`src/rtl/mem_arb_pkg.sv`:
```
// Shared types and constants for the fetch/data memory port arbiter.
package mem_arb_pkg;

  // Largest supported memory read latency and the width of the wait counter.
  localparam int MEM_LAT_MAX = 15;
  localparam int CNT_W       = 4;

  typedef enum logic [1:0] {
    IDLE = 2'd0,
    WAIT = 2'd1,
    RESP = 2'd2
  } arb_state_e;

  typedef enum logic {
    OWN_IF = 1'b0,
    OWN_DM = 1'b1
  } owner_e;

endpackage

```
`src/rtl/mem_port_arbiter_if.sv`:
```
// Fetch port, data port and memory bus of the unified-memory arbiter.
//
// Handshake: a requester raises *_req with stable address/data and holds it
// until the matching *_ack pulses for exactly one cycle; *_rdata is only
// meaningful in that ack cycle. The memory side gets one mem_en cycle per
// access and returns the word on mem_rdata MEM_LAT clock edges later.
interface mem_port_arbiter_if #(
  parameter int ADDR_W = 32,
  parameter int DATA_W = 32
);

  logic              if_req;
  logic [ADDR_W-1:0] if_addr;
  logic [DATA_W-1:0] if_rdata;
  logic              if_ack;
  logic              if_stall;

  logic              dm_req;
  logic              dm_we;
  logic [ADDR_W-1:0] dm_addr;
  logic [DATA_W-1:0] dm_wdata;
  logic [DATA_W-1:0] dm_rdata;
  logic              dm_ack;
  logic              dm_stall;

  logic              mem_en;
  logic              mem_we;
  logic [ADDR_W-1:0] mem_addr;
  logic [DATA_W-1:0] mem_wdata;
  logic [DATA_W-1:0] mem_rdata;

  // Arbiter view.
  modport slave (
    input  if_req, if_addr, dm_req, dm_we, dm_addr, dm_wdata, mem_rdata,
    output if_rdata, if_ack, if_stall, dm_rdata, dm_ack, dm_stall,
    output mem_en, mem_we, mem_addr, mem_wdata
  );

  // Pipeline stages plus memory view.
  modport master (
    output if_req, if_addr, dm_req, dm_we, dm_addr, dm_wdata, mem_rdata,
    input  if_rdata, if_ack, if_stall, dm_rdata, dm_ack, dm_stall,
    input  mem_en, mem_we, mem_addr, mem_wdata
  );

endinterface

```
`src/rtl/mem_arb_perf_cnt.sv`:
```
// 16-bit saturating event counter, synchronous active-low reset.
module mem_arb_perf_cnt (
  input  logic        CLK,
  input  logic        RST,
  input  logic        i_inc,
  output logic [15:0] o_count
);

  logic [15:0] r_count;

  // Count events, sticking at all-ones; cleared only by reset.
  always_ff @(posedge CLK) begin
    if (!RST) begin
      r_count <= 16'h0000;
    end else if (i_inc && (r_count != 16'hFFFF)) begin
      r_count <= r_count + 16'h0001;
    end
  end

  assign o_count = r_count;

endmodule

```
`src/rtl/mem_port_arbiter.sv`:
```
// Arbiter sharing one single-port unified memory between IF and MEM stages.
// Data accesses always win over fetches (the MEM instruction is older).
// Optional conflict counter: define MEM_PORT_ARBITER_PERF_EN.
module mem_port_arbiter
  import mem_arb_pkg::*;
#(
  parameter int ADDR_W  = 32,
  parameter int DATA_W  = 32,
  parameter int MEM_LAT = 2
) (
  input  logic               CLK,
  input  logic               RST,
  mem_port_arbiter_if.slave  bus,
  output logic [15:0]        perf_conflicts,
  output arb_state_e         o_dbg_state
);

  // Latency clamped into the supported 1..MEM_LAT_MAX range.
  localparam int LAT_C = (MEM_LAT > MEM_LAT_MAX) ? MEM_LAT_MAX :
                         ((MEM_LAT < 1) ? 1 : MEM_LAT);
  localparam logic [CNT_W-1:0] LAT_M1 = CNT_W'(LAT_C - 1);

  arb_state_e        r_state;
  logic [CNT_W-1:0]  r_cnt;
  owner_e            r_owner;
  logic              r_we;
  logic [DATA_W-1:0] r_if_rdata;
  logic [DATA_W-1:0] r_dm_rdata;

  arb_state_e        w_state_next;
  logic [CNT_W-1:0]  w_cnt_next;
  owner_e            w_owner_next;
  logic              w_we_next;
  logic              w_issue_dm;
  logic              w_issue_if;
  logic              w_enter_resp;
  logic [ADDR_W-1:0] w_addr;

  // Issue only from IDLE and never while reset is held, so mem_* stay 0 in reset.
  assign w_issue_dm   = RST && (r_state == IDLE) && bus.dm_req;
  assign w_issue_if   = RST && (r_state == IDLE) && !bus.dm_req && bus.if_req;
  assign w_enter_resp = (w_state_next == RESP);

  // State register; the read word is sampled on the edge that moves into RESP.
  always_ff @(posedge CLK) begin
    if (!RST) begin
      r_state    <= IDLE;
      r_cnt      <= '0;
      r_owner    <= OWN_IF;
      r_we       <= 1'b0;
      r_if_rdata <= '0;
      r_dm_rdata <= '0;
    end else begin
      r_state <= w_state_next;
      r_cnt   <= w_cnt_next;
      r_owner <= w_owner_next;
      r_we    <= w_we_next;
      if (w_enter_resp) begin
        if (w_owner_next == OWN_DM) begin
          r_dm_rdata <= w_we_next ? '0 : bus.mem_rdata;
        end else begin
          r_if_rdata <= w_we_next ? '0 : bus.mem_rdata;
        end
      end
    end
  end

  // Next-state logic: IDLE issues, WAIT counts down, RESP always returns to IDLE.
  always_comb begin
    w_state_next = r_state;
    w_cnt_next   = r_cnt;
    w_owner_next = r_owner;
    w_we_next    = r_we;
    case (r_state)
      IDLE: begin
        if (w_issue_dm || w_issue_if) begin
          w_owner_next = w_issue_dm ? OWN_DM : OWN_IF;
          w_we_next    = w_issue_dm && bus.dm_we;
          if ((w_issue_dm && bus.dm_we) || (LAT_C == 1)) begin
            w_state_next = RESP;
            w_cnt_next   = '0;
          end else begin
            w_state_next = WAIT;
            w_cnt_next   = LAT_M1;
          end
        end
      end
      WAIT: begin
        w_cnt_next = r_cnt - CNT_W'(1);
        if (r_cnt == CNT_W'(1)) begin
          w_state_next = RESP;
        end
      end
      RESP: begin
        w_state_next = IDLE;
      end
      default: begin
        w_state_next = IDLE;
      end
    endcase
  end

  // Output logic: memory strobes in the issue cycle, acks in RESP for the owner.
  always_comb begin
    w_addr = '0;
    if (w_issue_dm) begin
      w_addr = bus.dm_addr;
    end else if (w_issue_if) begin
      w_addr = bus.if_addr;
    end
    bus.mem_en    = w_issue_dm || w_issue_if;
    bus.mem_we    = w_issue_dm && bus.dm_we;
    bus.mem_addr  = w_addr;
    bus.mem_wdata = w_issue_dm ? bus.dm_wdata : '0;
    bus.if_ack    = (r_state == RESP) && (r_owner == OWN_IF);
    bus.dm_ack    = (r_state == RESP) && (r_owner == OWN_DM);
    bus.if_stall  = bus.if_req && !bus.if_ack;
    bus.dm_stall  = bus.dm_req && !bus.dm_ack;
  end

  assign bus.if_rdata = r_if_rdata;
  assign bus.dm_rdata = r_dm_rdata;
  assign o_dbg_state  = r_state;

`ifdef MEM_PORT_ARBITER_PERF_EN
  logic w_dm_busy;
  logic w_conflict;

  // A waiting fetch is blocked whenever data is being issued or owns the memory.
  assign w_dm_busy  = (r_state == IDLE) ? w_issue_dm : (r_owner == OWN_DM);
  assign w_conflict = bus.if_req && w_dm_busy;

  mem_arb_perf_cnt u_perf_cnt (
    .CLK     (CLK),
    .RST     (RST),
    .i_inc   (w_conflict),
    .o_count (perf_conflicts)
  );
`else
  assign perf_conflicts = 16'h0000;
`endif

endmodule

```
`src/flat_wrapper.sv`:
```
// flat-port wrapper written by rule: the top's interface ports become plain ports
module mem_port_arbiter_flat import mem_arb_pkg::*;
#(
  parameter int ADDR_W  = 32,
  parameter int DATA_W  = 32,
  parameter int MEM_LAT = 2
)
  (CLK, RST, perf_conflicts, o_dbg_state, bus_if_req, bus_if_addr, bus_dm_req, bus_dm_we, bus_dm_addr, bus_dm_wdata, bus_mem_rdata, bus_if_rdata, bus_if_ack, bus_if_stall, bus_dm_rdata, bus_dm_ack, bus_dm_stall, bus_mem_en, bus_mem_we, bus_mem_addr, bus_mem_wdata);
  mem_port_arbiter_if #(.ADDR_W(ADDR_W), .DATA_W(DATA_W)) bus_i ();
  input  logic CLK;
  input  logic RST;
  output logic [15:0] perf_conflicts;
  output arb_state_e o_dbg_state;
  input wire logic [$bits(bus_i.if_req)-1:0] bus_if_req;
  input wire logic [$bits(bus_i.if_addr)-1:0] bus_if_addr;
  input wire logic [$bits(bus_i.dm_req)-1:0] bus_dm_req;
  input wire logic [$bits(bus_i.dm_we)-1:0] bus_dm_we;
  input wire logic [$bits(bus_i.dm_addr)-1:0] bus_dm_addr;
  input wire logic [$bits(bus_i.dm_wdata)-1:0] bus_dm_wdata;
  input wire logic [$bits(bus_i.mem_rdata)-1:0] bus_mem_rdata;
  output wire logic [$bits(bus_i.if_rdata)-1:0] bus_if_rdata;
  output wire logic [$bits(bus_i.if_ack)-1:0] bus_if_ack;
  output wire logic [$bits(bus_i.if_stall)-1:0] bus_if_stall;
  output wire logic [$bits(bus_i.dm_rdata)-1:0] bus_dm_rdata;
  output wire logic [$bits(bus_i.dm_ack)-1:0] bus_dm_ack;
  output wire logic [$bits(bus_i.dm_stall)-1:0] bus_dm_stall;
  output wire logic [$bits(bus_i.mem_en)-1:0] bus_mem_en;
  output wire logic [$bits(bus_i.mem_we)-1:0] bus_mem_we;
  output wire logic [$bits(bus_i.mem_addr)-1:0] bus_mem_addr;
  output wire logic [$bits(bus_i.mem_wdata)-1:0] bus_mem_wdata;
  assign bus_i.if_req = bus_if_req;
  assign bus_i.if_addr = bus_if_addr;
  assign bus_i.dm_req = bus_dm_req;
  assign bus_i.dm_we = bus_dm_we;
  assign bus_i.dm_addr = bus_dm_addr;
  assign bus_i.dm_wdata = bus_dm_wdata;
  assign bus_i.mem_rdata = bus_mem_rdata;
  assign bus_if_rdata = bus_i.if_rdata;
  assign bus_if_ack = bus_i.if_ack;
  assign bus_if_stall = bus_i.if_stall;
  assign bus_dm_rdata = bus_i.dm_rdata;
  assign bus_dm_ack = bus_i.dm_ack;
  assign bus_dm_stall = bus_i.dm_stall;
  assign bus_mem_en = bus_i.mem_en;
  assign bus_mem_we = bus_i.mem_we;
  assign bus_mem_addr = bus_i.mem_addr;
  assign bus_mem_wdata = bus_i.mem_wdata;
  mem_port_arbiter #(.ADDR_W(ADDR_W), .DATA_W(DATA_W), .MEM_LAT(MEM_LAT)) u_core (.CLK(CLK), .RST(RST), .bus(bus_i), .perf_conflicts(perf_conflicts), .o_dbg_state(o_dbg_state));
endmodule
```
`config.mk`:
```
export PLATFORM = sky130hd
export DESIGN_NAME = mem_port_arbiter_flat
export DESIGN_NICKNAME = d
export VERILOG_FILES = /design/src/rtl/mem_arb_pkg.sv /design/src/rtl/mem_port_arbiter_if.sv /design/src/rtl/mem_arb_perf_cnt.sv /design/src/rtl/mem_port_arbiter.sv /design/src/flat_wrapper.sv
export SDC_FILE = /design/constraint.sdc
export NUM_CORES = 1
export LEC_CHECK = 0
export ABC_AREA = 1
export CORE_AREA = 8 8 112 114
export DETAILED_ROUTE_END_ITERATION = 12
export DIE_AREA = 0 0 120 122
export PLACE_DENSITY = 0.84
export SKIP_CTS_REPAIR_TIMING = 1
export SYNTH_ARGS = -nofsm -noshare
export SYNTH_HDL_FRONTEND = slang
export SYNTH_SLANG_ARGS = --single-unit
export TNS_END_PERCENT = 100
```
`constraint.sdc`:
```
create_clock -name CLK -period 3.25 [get_ports CLK]
set_clock_uncertainty 0.2 [all_clocks]
set_input_delay 0.65 -clock CLK [delete_from_list [all_inputs] [get_ports CLK]]
set_output_delay 0.65 -clock CLK [all_outputs]
set_load 0.005 [all_outputs]
```
==> run_results.csv, run 1 <==
group,metric,value,unit
critical_path,crit_family,"buffers and inverters",
global_route,vias_in_the_first_global_route,4129,
yosys,synth.distinct_cells,24,
critical_path,arrival,2280,ps
critical_path,timing_worst_setup_path_type,"primary input to output port",
global_route,grt_usage,0.216,
placement,port_buffers,268,
critical_path,cp_common_cell,"sky130_fd_sc_hd__clkdlybuf4s50_1",
yosys,postSynthAreaPerCell,6.31,sq um
routing,first_pass_iters,4,
placement,gp_congestion,0.908,
yosys,syn-instance-count,613,
routing,via_count,4501,
sta,report.final.hold_viol_count,0,
floorplanning,die-area,14600,sq um
floorplanning,die_height,122,um
critical_path,crit_chain,"clkdlybuf4s50_1 > buf_4 > nor2_2 > buf_12 > a22o_1 > clkdlybuf4s50_1",
sta,worst_rel_slew_slack,0.549,
sta,slew_viol_final,0,
cells_and_area,fillers,952,
critical_path,rr_worst_depth,10,
sta,timing.final.crit_period,3130,ps
routing,detailedRoute.firstIterationViolations,335,
clocking,cts.path.max_buffers,2,
clocking,clkSinkCount,72,
floorplanning,floorplan.initialDensity,0.362,
sta,finalCritPeriodShare,0.962,
clocking,clkLatencyLatePin,340,ps
critical_path,critPathCaptureType,"output port",
critical_path,worstSetupStartpointType,"primary input",
min_path,worstHoldEndpoint,"u_core.bus.dm_rdata[30]",
global_route,maximum_number_of_pins_on_one_net_before_global_route_repair,66,
min_path,timing.hold.worst_path_depth,2,
yosys,yosys_warnings,0,
critical_path,crit-reg2reg-capture,"u_core.bus.dm_rdata[31]",
placement,placement.setup.worst_slack,136,ps
yosys,synth.cell_area,3870,sq um
floorplanning,die_width,120,um
min_path,hold_path_startpoint,"u_core.bus.dm_rdata[30]",
status,outcome,"finished, final reports clean",
global_route,globalRoute.totalOverflow,0,
critical_path,cp.required,2400,ps
routing,drcViolationCount,0,
yosys,synthesis_stage_register_bit_count,72,
critical_path,regToRegStartpoint,"u_core.o_dbg_state[0]",
floorplanning,rows,38,
cells_and_area,most_used_cells_in_the_layout_excluding_fill_and_tap_cells,"sky130_fd_sc_hd__clkdlybuf4s50_1 (267), sky130_fd_sc_hd__nand2_1 (161), sky130_fd_sc_hd__nor2_1 (148), sky130_fd_sc_hd__inv_1 (87), sky130_fd_sc_hd__dfxtp_1 (72)",
power_and_ir_drop,p_leak,3.21,nW
routing,drt-wirelength-per-cell,16.4,um
cells_and_area,layout-drive-gt1-share,0.0458,
cells_and_area,flow.area_growth_from_synthesis,76.5,%
yosys,synth-seq-area-share,0.372,
clocking,tritoncts.num_buffers,9,
placement,dpl.cell_count,997,
cells_and_area,antenna_cells_inserted,0,
cells_and_area,number_of_non_filler_instances_in_the_completed_layout,1013,
clocking,clkTransAtPathRegs,70,ps
power_and_ir_drop,power-per-cell-area,370,nW/um^2
critical_path,cpMaxStageDelayCell,"sky130_fd_sc_hd__clkdlybuf4s50_1",
critical_path,critPathLaunch,"bus_dm_req",
floorplanning,coreArea,10700,sq um
sta,postLayoutSetupSlackWorst,124,ps
cells_and_area,multi_input_comb_area,1850,sq um
critical_path,slowest_delay,510,ps
critical_path,r2r_setup_slack,1110,ps
sta,rsz0062_at_grt,"false",
routing,drt.antenna.violating_nets,0,
critical_path,timing.critical_path.buf_inv,4,
routing,detail_route.wirelength,16.6,mm
power_and_ir_drop,max-vdd-ir-drop,225,uV
min_path,worstHoldPathType,"flip-flop to flip-flop",
cells_and_area,num-nets-final,1003,
sta,final-setup-viol-count,0,
clocking,htree_levels,3,
global_route,first_pass_grt_wire_length,24.5,mm
power_and_ir_drop,total_power,2.53,mW
sta,final.setup.tns,0,ps
placement,place_hpwl,13.2,mm
critical_path,crit_path_max_fanout,32,
floorplanning,top_level_ports,285,
clocking,cts_tree,"built",
clocking,cts_root_buffer,"sky130_fd_sc_hd__clkbuf_8",
sta,max_slew.worst_pin.slew,677,ps
global_route,grt_antenna_before_repair,0,
job,drv_cap,0,
cells_and_area,seqCellArea,1440,sq um
sta,fmax,320,MHz
routing,vias_per_cell,4.44,
cells_and_area,mostFrequentLayoutCell,"sky130_fd_sc_hd__clkdlybuf4s50_1",
==> flip-flops by register name, indices dropped and copies added, names as in the netlist <==
signal               cells
u_core.bus.dm_rdata     32
u_core.r_cnt             4
u_core.bus.if_rdata     32
u_core.o_dbg_state       2
u_core.r_we              1
u_core.r_owner           1
==> cell families after synthesis <==
group	Yosys count	share of synthesized area
AND/OR/NAND/NOR	355	0.368
buffers and inverters	140	0.165
flip-flops	72	0.372
AO/OA/AOI/OAI	43	0.0873
adder cells (fa/ha/maj)	2	0.00647
other	1	0.000969
==> synthesized netlist by cell type <==
master	number	share of area
sky130_fd_sc_hd__buf_4	16	0.031
sky130_fd_sc_hd__nor2_2	1	0.0016
sky130_fd_sc_hd__buf_1	10	0.0097
sky130_fd_sc_hd__nand3_1	36	0.047
sky130_fd_sc_hd__o21ai_0	4	0.0052
sky130_fd_sc_hd__dfxtp_1	72	0.37
sky130_fd_sc_hd__inv_2	2	0.0019
sky130_fd_sc_hd__nand2_1	161	0.16
sky130_fd_sc_hd__nand2_4	1	0.0029
sky130_fd_sc_hd__nand3_2	1	0.0026
sky130_fd_sc_hd__buf_2	11	0.014
sky130_fd_sc_hd__a21oi_1	6	0.0078
sky130_fd_sc_hd__nand4_2	1	0.0032
sky130_fd_sc_hd__nand2_2	2	0.0032
sky130_fd_sc_hd__nor2_1	149	0.14
sky130_fd_sc_hd__clkbuf_1	9	0.0087
sky130_fd_sc_hd__nor2_4	2	0.0058
sky130_fd_sc_hd__ha_1	2	0.0065
sky130_fd_sc_hd__inv_1	87	0.084
sky130_fd_sc_hd__a211oi_1	1	0.0019
sky130_fd_sc_hd__buf_6	5	0.015
sky130_fd_sc_hd__conb_1	1	0.00097
sky130_fd_sc_hd__a22o_1	32	0.072
sky130_fd_sc_hd__or2_2	1	0.0016
==> worst register-to-register path, delay by kind of cell (launching register included) <==
kind	cells	cell delay (ps)
buf+inv	3	770
simple gates	7	730
flops	1	350
==> metrics by stage <==
step	utilization	hold WS, ps	area (sq um)
2_1_floorplan	-	252	3930
3_3_place_gp	0.619	262	6620
3_5_place_dp	0.619	271	6620
4_1_cts	0.638	286	6830
5_1_grt	0.638	306	6830
6_report	0.638	283	6830
==> where the power goes <==
| group | leakage (nW) | internal, mW | switching, mW |
|---|---|---|---|
| Combinational | 2.51 | 0.448 | 0.338 |
| Clock | 0.110 | 0.430 | 0.331 |
| Sequential | 0.586 | 0.948 | 0.0365 |
| Total | 3.21 | 1.83 | 0.705 |
==> worst max-delay path by stage <==
stage	end	depth (start not counted)
finish	bus_mem_addr[24]	6
CTS	bus_mem_addr[24]	6
global route	bus_mem_addr[5]	6
floorplan	bus_mem_addr[10]	5
global placement	bus_mem_wdata[19]	5
detailed placement	bus_mem_addr[5]	6
==> metal layers <==
layer / up-vias / part of all wire / global-route usage
met2: 177 / 0.45 / 0.340
li1: 2326 / - / -
met5: - / 0 / 0
met3: 15 / 0.10 / 0.0884
met4: 0 / 0.011 / 0.0445
met1: 1983 / 0.43 / 0.273
==> area by class of cell <==
class / count / share of cell area
clock buffer: 10 / 0.0187
inverter: 89 / 0.0489
timing repair buffer: 280 / 0.413
clock inverter: 6 / 0.0123
tap: 140 / 0.0256
multi-input combinational: 416 / 0.271
sequential: 72 / 0.211
Note: power is estimated with default switching activity, not from simulation.
==> run 2, diff against run 1 <==
--- a/config.mk
+++ b/config.mk
@@ -10,6 +10,7 @@
 export DETAILED_ROUTE_END_ITERATION = 12
 export DIE_AREA = 0 0 120 122
 export PLACE_DENSITY = 0.84
+export RECOVER_POWER = 100
 export SKIP_CTS_REPAIR_TIMING = 1
 export SYNTH_ARGS = -nofsm -noshare
 export SYNTH_HDL_FRONTEND = slang
==> run 2 against run 1 <==
  * Wire length grew 0.19%
  * Combinational power shrank 4.3%
  * Power shrank 1.4%
  * Fmax shrank 1.2%
  * Flip-flop and latch count is the same
  * Register-to-register slack lost 250 ps
  * Largest power group unchanged
==> run_results.csv, run 2 (synthesis gave the netlist of run 1 again) <==
group,metric,value,unit
floorplanning,floorplan.initialDensity,0.362,
placement,gp_congestion,0.908,
critical_path,crit-reg2reg-capture,"u_core.bus.dm_rdata[0]",
global_route,grt_antenna_before_repair,0,
min_path,timing.hold.worst_path_depth,2,
clocking,tritoncts.num_buffers,9,
clocking,cts_root_buffer,"sky130_fd_sc_hd__clkbuf_8",
min_path,hold_path_startpoint,"u_core.bus.dm_rdata[30]",
job,drv_cap,0,
status,outcome,"finished, final reports clean",
sta,final-setup-viol-count,0,
floorplanning,die-area,14600,sq um
floorplanning,die_width,120,um
cells_and_area,num-nets-final,1003,
cells_and_area,flow.area_growth_from_synthesis,76.1,%
routing,via_count,4510,
cells_and_area,layout-drive-gt1-share,0.0424,
sta,max_slew.worst_pin.slew,1320,ps
floorplanning,die_height,122,um
power_and_ir_drop,max-vdd-ir-drop,223,uV
global_route,vias_in_the_first_global_route,4129,
global_route,first_pass_grt_wire_length,24.5,mm
clocking,clkTransAtPathRegs,70,ps
global_route,globalRoute.totalOverflow,0,
clocking,cts.path.max_buffers,2,
floorplanning,coreArea,10700,sq um
sta,final.hold.worst_slack,276,ps
min_path,worstHoldPathType,"flip-flop to flip-flop",
clocking,clkLatencyLatePin,340,ps
global_route,grt_usage,0.216,
critical_path,arrival,2320,ps
sta,worst_rel_slew_slack,0.121,
critical_path,rr_worst_depth,9,
critical_path,cp.required,2400,ps
sta,rsz0062_at_grt,"false",
power_and_ir_drop,p_leak,3.53,nW
critical_path,worstSetupStartpointType,"primary input",
sta,slew_viol_final,0,
critical_path,cpMaxStageDelayCell,"sky130_fd_sc_hd__dlygate4sd3_1",
routing,drcViolationCount,0,
critical_path,regToRegStartpoint,"u_core.o_dbg_state[0]",
clocking,htree_levels,3,
power_and_ir_drop,total_power,2.50,mW
sta,report.final.hold_viol_count,0,
power_and_ir_drop,power-per-cell-area,366,nW/um^2
cells_and_area,most_used_cells_in_the_layout_excluding_fill_and_tap_cells,"sky130_fd_sc_hd__nand2_1 (161), sky130_fd_sc_hd__clkdlybuf4s50_1 (159), sky130_fd_sc_hd__nor2_1 (148), sky130_fd_sc_hd__dlygate4sd3_1 (108), sky130_fd_sc_hd__inv_1 (87)",
floorplanning,rows,38,
sta,fmax,316,MHz
routing,drt.antenna.violating_nets,0,
critical_path,critPathCaptureType,"output port",
critical_path,r2r_setup_slack,860,ps
cells_and_area,number_of_non_filler_instances_in_the_completed_layout,1013,
clocking,cts_tree,"built",
routing,detailedRoute.firstIterationViolations,321,
critical_path,crit_family,"buffers and inverters",
placement,place_hpwl,13.2,mm
routing,first_pass_iters,4,
cells_and_area,antenna_cells_inserted,0,
floorplanning,top_level_ports,285,
cells_and_area,final_core_util,0.637,
cells_and_area,mostFrequentLayoutCell,"sky130_fd_sc_hd__nand2_1",
sta,final.setup.tns,0,ps
critical_path,slowest_delay,560,ps
global_route,maximum_number_of_pins_on_one_net_before_global_route_repair,66,
placement,dpl.cell_count,997,
critical_path,crit_path_max_fanout,32,
sta,finalCritPeriodShare,0.974,
placement,port_buffers,268,
clocking,clkSinkCount,72,
routing,drt-wirelength-per-cell,16.4,um
critical_path,timing.critical_path.buf_inv,3,
critical_path,timing_worst_setup_path_type,"primary input to output port",
sta,timing.final.crit_period,3170,ps
routing,vias_per_cell,4.45,
critical_path,crit_chain,"clkdlybuf4s50_1 > nand3_1 > nor2_2 > buf_12 > a22o_1 > dlygate4sd3_1",
routing,detail_route.wirelength,16.6,mm
min_path,worstHoldEndpoint,"u_core.bus.dm_rdata[30]",
-- run 2: worst register-to-register path, cell delays in order (launching register included) --
cell and delay (ps):
sky130_fd_sc_hd__dfxtp_1 340, sky130_fd_sc_hd__nor2_4 160, sky130_fd_sc_hd__nand3_1 120, sky130_fd_sc_hd__buf_4 250, sky130_fd_sc_hd__nand3_1 100, sky130_fd_sc_hd__clkbuf_2 570
sky130_fd_sc_hd__nand3_1 280, sky130_fd_sc_hd__nand2_1 140, sky130_fd_sc_hd__nand2_1 50, sky130_fd_sc_hd__nor2_1 110
-- run 2: metrics by stage --
stage	cell area, sq um	setup slack [ps]
5_1_grt	6820	32.7
4_1_cts	6830	123
3_5_place_dp	6620	136
3_3_place_gp	6620	129
6_report	6820	84.8
2_1_floorplan	3930	781
-- run 2: per-layer routing --
layer,up-vias,global-route usage,part of all wire,wire [um]
met5,-,0,0,0
met4,0,0.0445,0.011,175
met3,15,0.0884,0.10,1680
met2,175,0.340,0.45,7480
met1,1991,0.273,0.44,7300
li1,2329,-,-,-
-- run 2: cell type report --
type,instances,area [sq um]
Tap cell,140,175
Timing Repair Buffer,280,2810
Clock buffer,10,128
Fill cell,956,3880
Multi-Input combinational cell,416,1850
Clock inverter,6,83.8
Sequential cell,72,1440
Inverter,89,334
-- run 2: where the power goes --
| group | switching [mW] | internal [mW] | total, mW |
|---|---|---|---|
| registers | 0.0334 | 0.948 | 0.981 |
| clock network | 0.333 | 0.430 | 0.763 |
| logic | 0.337 | 0.415 | 0.752 |
| total | 0.703 | 1.79 | 2.50 |
-- run 2: worst max path at each step --
stage                             end  slack (ps)  startpoint  cells after the start
detailed placement    bus_mem_addr[5]         140  bus_dm_req                      6
global placement    bus_mem_wdata[19]         130  bus_dm_req                      5
global route         bus_mem_addr[18]          30  bus_dm_req                      6
finish                bus_mem_addr[1]          80  bus_if_req                      6
CTS                  bus_mem_addr[24]         120  bus_dm_req                      6
floorplan            bus_mem_addr[10]         780         RST                      5
==> RTL edit 1: new RTL, settings of run 2 <==
Build with the macro `MEM_PORT_ARBITER_PERF_EN` defined.
--- a/src/rtl/mem_port_arbiter.sv
+++ b/src/rtl/mem_port_arbiter.sv
@@ -2,4 +2,6 @@
 // Data accesses always win over fetches (the MEM instruction is older).
 // Optional conflict counter: define MEM_PORT_ARBITER_PERF_EN.
+`define MEM_PORT_ARBITER_PERF_EN
+
 module mem_port_arbiter
   import mem_arb_pkg::*;
Behaviour: not the same (Yosys sat finds a counterexample within 4 cycles, from zero or initial values and one cycle with RST low).
==> RTL edit 1 against run 2 <==
  * Utilization rose by 10 points
  * Total power rose by 9.1%
  * Setup slack improved by 0.0019 ns
  * Final area rose by 16%
  * Wire length rose by 29%
  * Synthesized area rose by 23%
  * Count of clock-buffer cells in the layout rose by 1
  * Sequential cell count rose by 16
==> RTL edit 1: results <==
set metrics [dict create \
    inv_count 115 \
    post-route-period-util_pct 97.3 \
    met2_length_um 10700 \
    final_net_count 1153 \
    grt_pass1_wl_um 31000 \
    place_ws_ns 0.0313 \
    outcome "finished clean" \
    syn_area_per_cell_um2 6.38 \
    drive_above_1_share_pct 4.50 \
    clock_area_share_pct 2.59 \
    multi_input_area_share_pct 29.4 \
    grtUsageTotal_pct 27.7 \
    synth_compound_area_share_pct 11.3 \
    grt.met2_usage_pct 50.0 \
    dp_hpwl_um 17100 \
    ys_seq_area_share_pct 37.2 \
    hold_slack_ns 0.281 \
    p_int_uw 1930 \
    finalWirelength_um 21400 \
    layout.area.seq_mm2 0.00176 \
    antenna_found_initial 2 \
    placed_cell_area_mm2 0.00774 \
    n_sequential_cell 88 \
    drtIter0Drc 385 \
    n_all_buffers 301 \
    buf_share_pct 38.1 \
    synth-xor-area-share_pct 1.11 \
    worstPathMaxFanout 13 \
    grt_pass1_vias 5204 \
    path_clk_slew_ns 0.09 \
    synthTopCellsByArea "dfxtp_1 (37%), nand2_1 (17%), nor2_1 (10%)" \
    clk_latency_ns 0.36 \
    gp_congestion 0.927 \
    grt_max_degree 70 \
    ys_top_cells_by_count "nand2_1 (216), nor2_1 (131), inv_1 (111)" \
    num_vias 5678 \
    p_leak_uw 0.00395 \
    peakVddDrop_mv 0.242 \
    synth_cell_types 32 \
    top_layer "met5" \
    place_inst 1145 \
    multi_input_area_mm2 0.00233 \
    port_buffers 284 \
    multiInputCombCellCount 502 \
    fill_cells 866 \
    worstMarginPinSlew_ns 1.36 \
    met3_usage_pct 8.88 \
    via_per_inst 4.88 \
    grtUsageMet1_pct 31.1 \
    synthAdderAreaFrac_pct 0.792 \
    h-tree-depth 3 \
    met1_length_um 8160 \
    n_antenna_cell 1 \
    drt_pass1_iterations 5 \
    wl_met3_um 2110 \
    critical-path-max-stage-delay_ns 0.52 \
    reg2reg_setup_slack_ns 0.30 \
    cp_slowest_cell "clkdlybuf4s50_1" \
    nClkBuffers 11 \
]
==> RTL edit 1: cell count changes in the layout (fill, tap and decap cells not counted), moves of 6 or more <==
cell             change
conb_1              -16
inv_1               +24
a21oi_1             +32
dlygate4sd3_1        +7
nor2_1              -16
nand2_1             +57
nand4_1              +6
clkdlybuf4s50_1      +8
nand3_1              +7
dfxtp_1             +16
==> RTL edit 1: path summary, 6_finish.rpt <==
path | start | end | cells after the start
hold reg to reg | u_core.bus.dm_rdata[27] | u_core.bus.dm_rdata[27] | 2
setup reg to reg | u_core.o_dbg_state[0] | u_core.bus.if_rdata[22] | 9
hold / removal | u_core.bus.dm_rdata[27] | u_core.bus.dm_rdata[27] | 2
setup / recovery | bus_if_req | bus_mem_addr[20] | 8
==> RTL edit 1: power by group through the flow <==
stage               registers (uW)  logic, uW  clock network, uW
floorplan                     1200        308                  0
global placement              1200        785                  0
detailed placement            1200        790                  0
CTS                           1180        797                807
global route                  1180        821                844
finish                        1170        760                790
==> RTL edit 2: new RTL, settings of run 2 <==
Made on the original files. Register the output `o_dbg_state` once more, without a reset; this adds one clock of latency there. The other outputs are not delayed to match.
--- a/src/rtl/mem_port_arbiter.sv
+++ b/src/rtl/mem_port_arbiter.sv
@@ -121,5 +121,7 @@
   assign bus.if_rdata = r_if_rdata;
   assign bus.dm_rdata = r_dm_rdata;
-  assign o_dbg_state  = r_state;
+  always_ff @(posedge CLK) begin
+    o_dbg_state <= r_state;
+  end
 
 `ifdef MEM_PORT_ARBITER_PERF_EN
Function: changed (a bounded check fails within 4 cycles, from zero or initial values and one cycle with RST low).
==> RTL edit 2 against run 2 <==
  * Wire length shrank 4.2%
  * Hold slack lost 0.072 ns
  * Setup slack gained 0.012 ns
  * Synthesized area grew 1.5%
  * Critical path depth is the same
  * Sequential cell count grew 2
  * Final area grew 1.4%
  * Total power grew 5.6%
  * Critical endpoint is now bus_mem_addr[21]
  * Largest cell class unchanged
  * Highest routed layer unchanged
==> RTL edit 2: results <==
set metrics [dict create \
    slew-limit-headroom_pct 48.9 \
    grt_pass1_wl_um 24200 \
    dp_hpwl_um 12600 \
    gp_congestion 0.958 \
    clk_latency_ns 0.34 \
    reg2reg_setup_slack_ns 1.13 \
    hold_class "reg2reg" \
    met3_usage_pct 7.73 \
    whs_endpoint "u_core.o_dbg_state[0]" \
    ys_top_cells_by_count "nand2_1 (159), nor2_1 (141), inv_1 (83)" \
    grt_pass1_vias 4272 \
    hold_depth 0 \
    grtUsageMet1_pct 26.3 \
    switching_share_pct 27.0 \
    root_buffer "clkbuf_8" \
    peakVddDrop_mv 0.281 \
    ys_seq_area_share_pct 37.7 \
    regToRegStartpoint "u_core.r_state[1]" \
    rr_worst_depth 10 \
    worstPathArrival_ns 2.30 \
    synthTopCellsByArea "dfxtp_1 (38%), nand2_1 (15%), nor2_1 (13%)" \
    synth_cell_types 26 \
    drive_above_1_share_pct 5.84 \
    placed_cell_area_mm2 0.00668 \
    grtUsageTotal_pct 20.8 \
    finalWirelength_um 15900 \
    n_antenna_cell 0 \
    regToRegEndpoint "u_core.bus.dm_rdata[29]" \
    grt.met2_usage_pct 33.6 \
    worstHoldStart "u_core.r_state[0]" \
    synthArstFlopShare_pct 0 \
    num_vias 4458 \
    p_leak_uw 0.00354 \
    grt_max_degree 46 \
    hold_slack_ns 0.204 \
    drtIter0Drc 390 \
    antenna_found_initial 0 \
    outcome "finished clean" \
]
[RTL edit 2: area by class of cell]
type                            count  area, um^2
Clock buffer                       10         138
Multi-Input combinational cell    416        1870
Fill cell                         950        3780
Timing Repair Buffer              282        2810
Tap cell                          140         175
Sequential cell                    74        1480
Inverter                           85         320
Clock inverter                      6         113
[RTL edit 2: cells by family after synthesis]
family,count (synthesis),share of synthesized area (%)
AO/OA/AOI/OAI,43,8.60
adder cells (fa/ha/maj),2,0.637
buffers and inverters,136,15.9
flip-flops,74,37.7
other,1,0.0955
AND/OR/NAND/NOR,355,37.1
[RTL edit 2: worst max path at each step]
| stage | start | end | slack, ns | depth (start not counted) |
|---|---|---|---|---|
| 2_1_floorplan | RST | bus_mem_addr[11] | 0.82 | 5 |
| 3_3_place_gp | bus_dm_req | bus_mem_addr[27] | 0.15 | 6 |
| 3_5_place_dp | bus_dm_req | bus_mem_addr[0] | 0.13 | 6 |
| 4_1_cts | bus_dm_req | bus_mem_addr[28] | 0.12 | 6 |
| 5_1_grt | bus_dm_req | bus_mem_addr[1] | 0.03 | 6 |
| 6_report | bus_dm_req | bus_mem_addr[21] | 0.1 | 6 |
[RTL edit 2: power by group through the flow]
stage	sequential (uW)	clock (uW)	combinational, uW
after floorplan	1040	0	326
after global placement	1030	0	772
after detailed placement	1030	0	780
after CTS	1010	909	785
after global routing	1020	943	825
final	1010	882	745
[RTL edit 2: per-stage QoR]
stage	utilization [%]	setup WS [ns]	std cells
finish	64.6	0.0968	1013
global route	64.6	0.0322	1013
CTS	64.8	0.115	1013
detailed placement	62.4	0.128	997
global placement	62.4	0.147	997
floorplan	-	0.825	626
[RTL edit 2: metal layers]
metal	part of all wire [%]	routed length, um
met1	44	7080
met2	46	7260
met5	0	0
met4	1.2	185
met3	8.9	1420
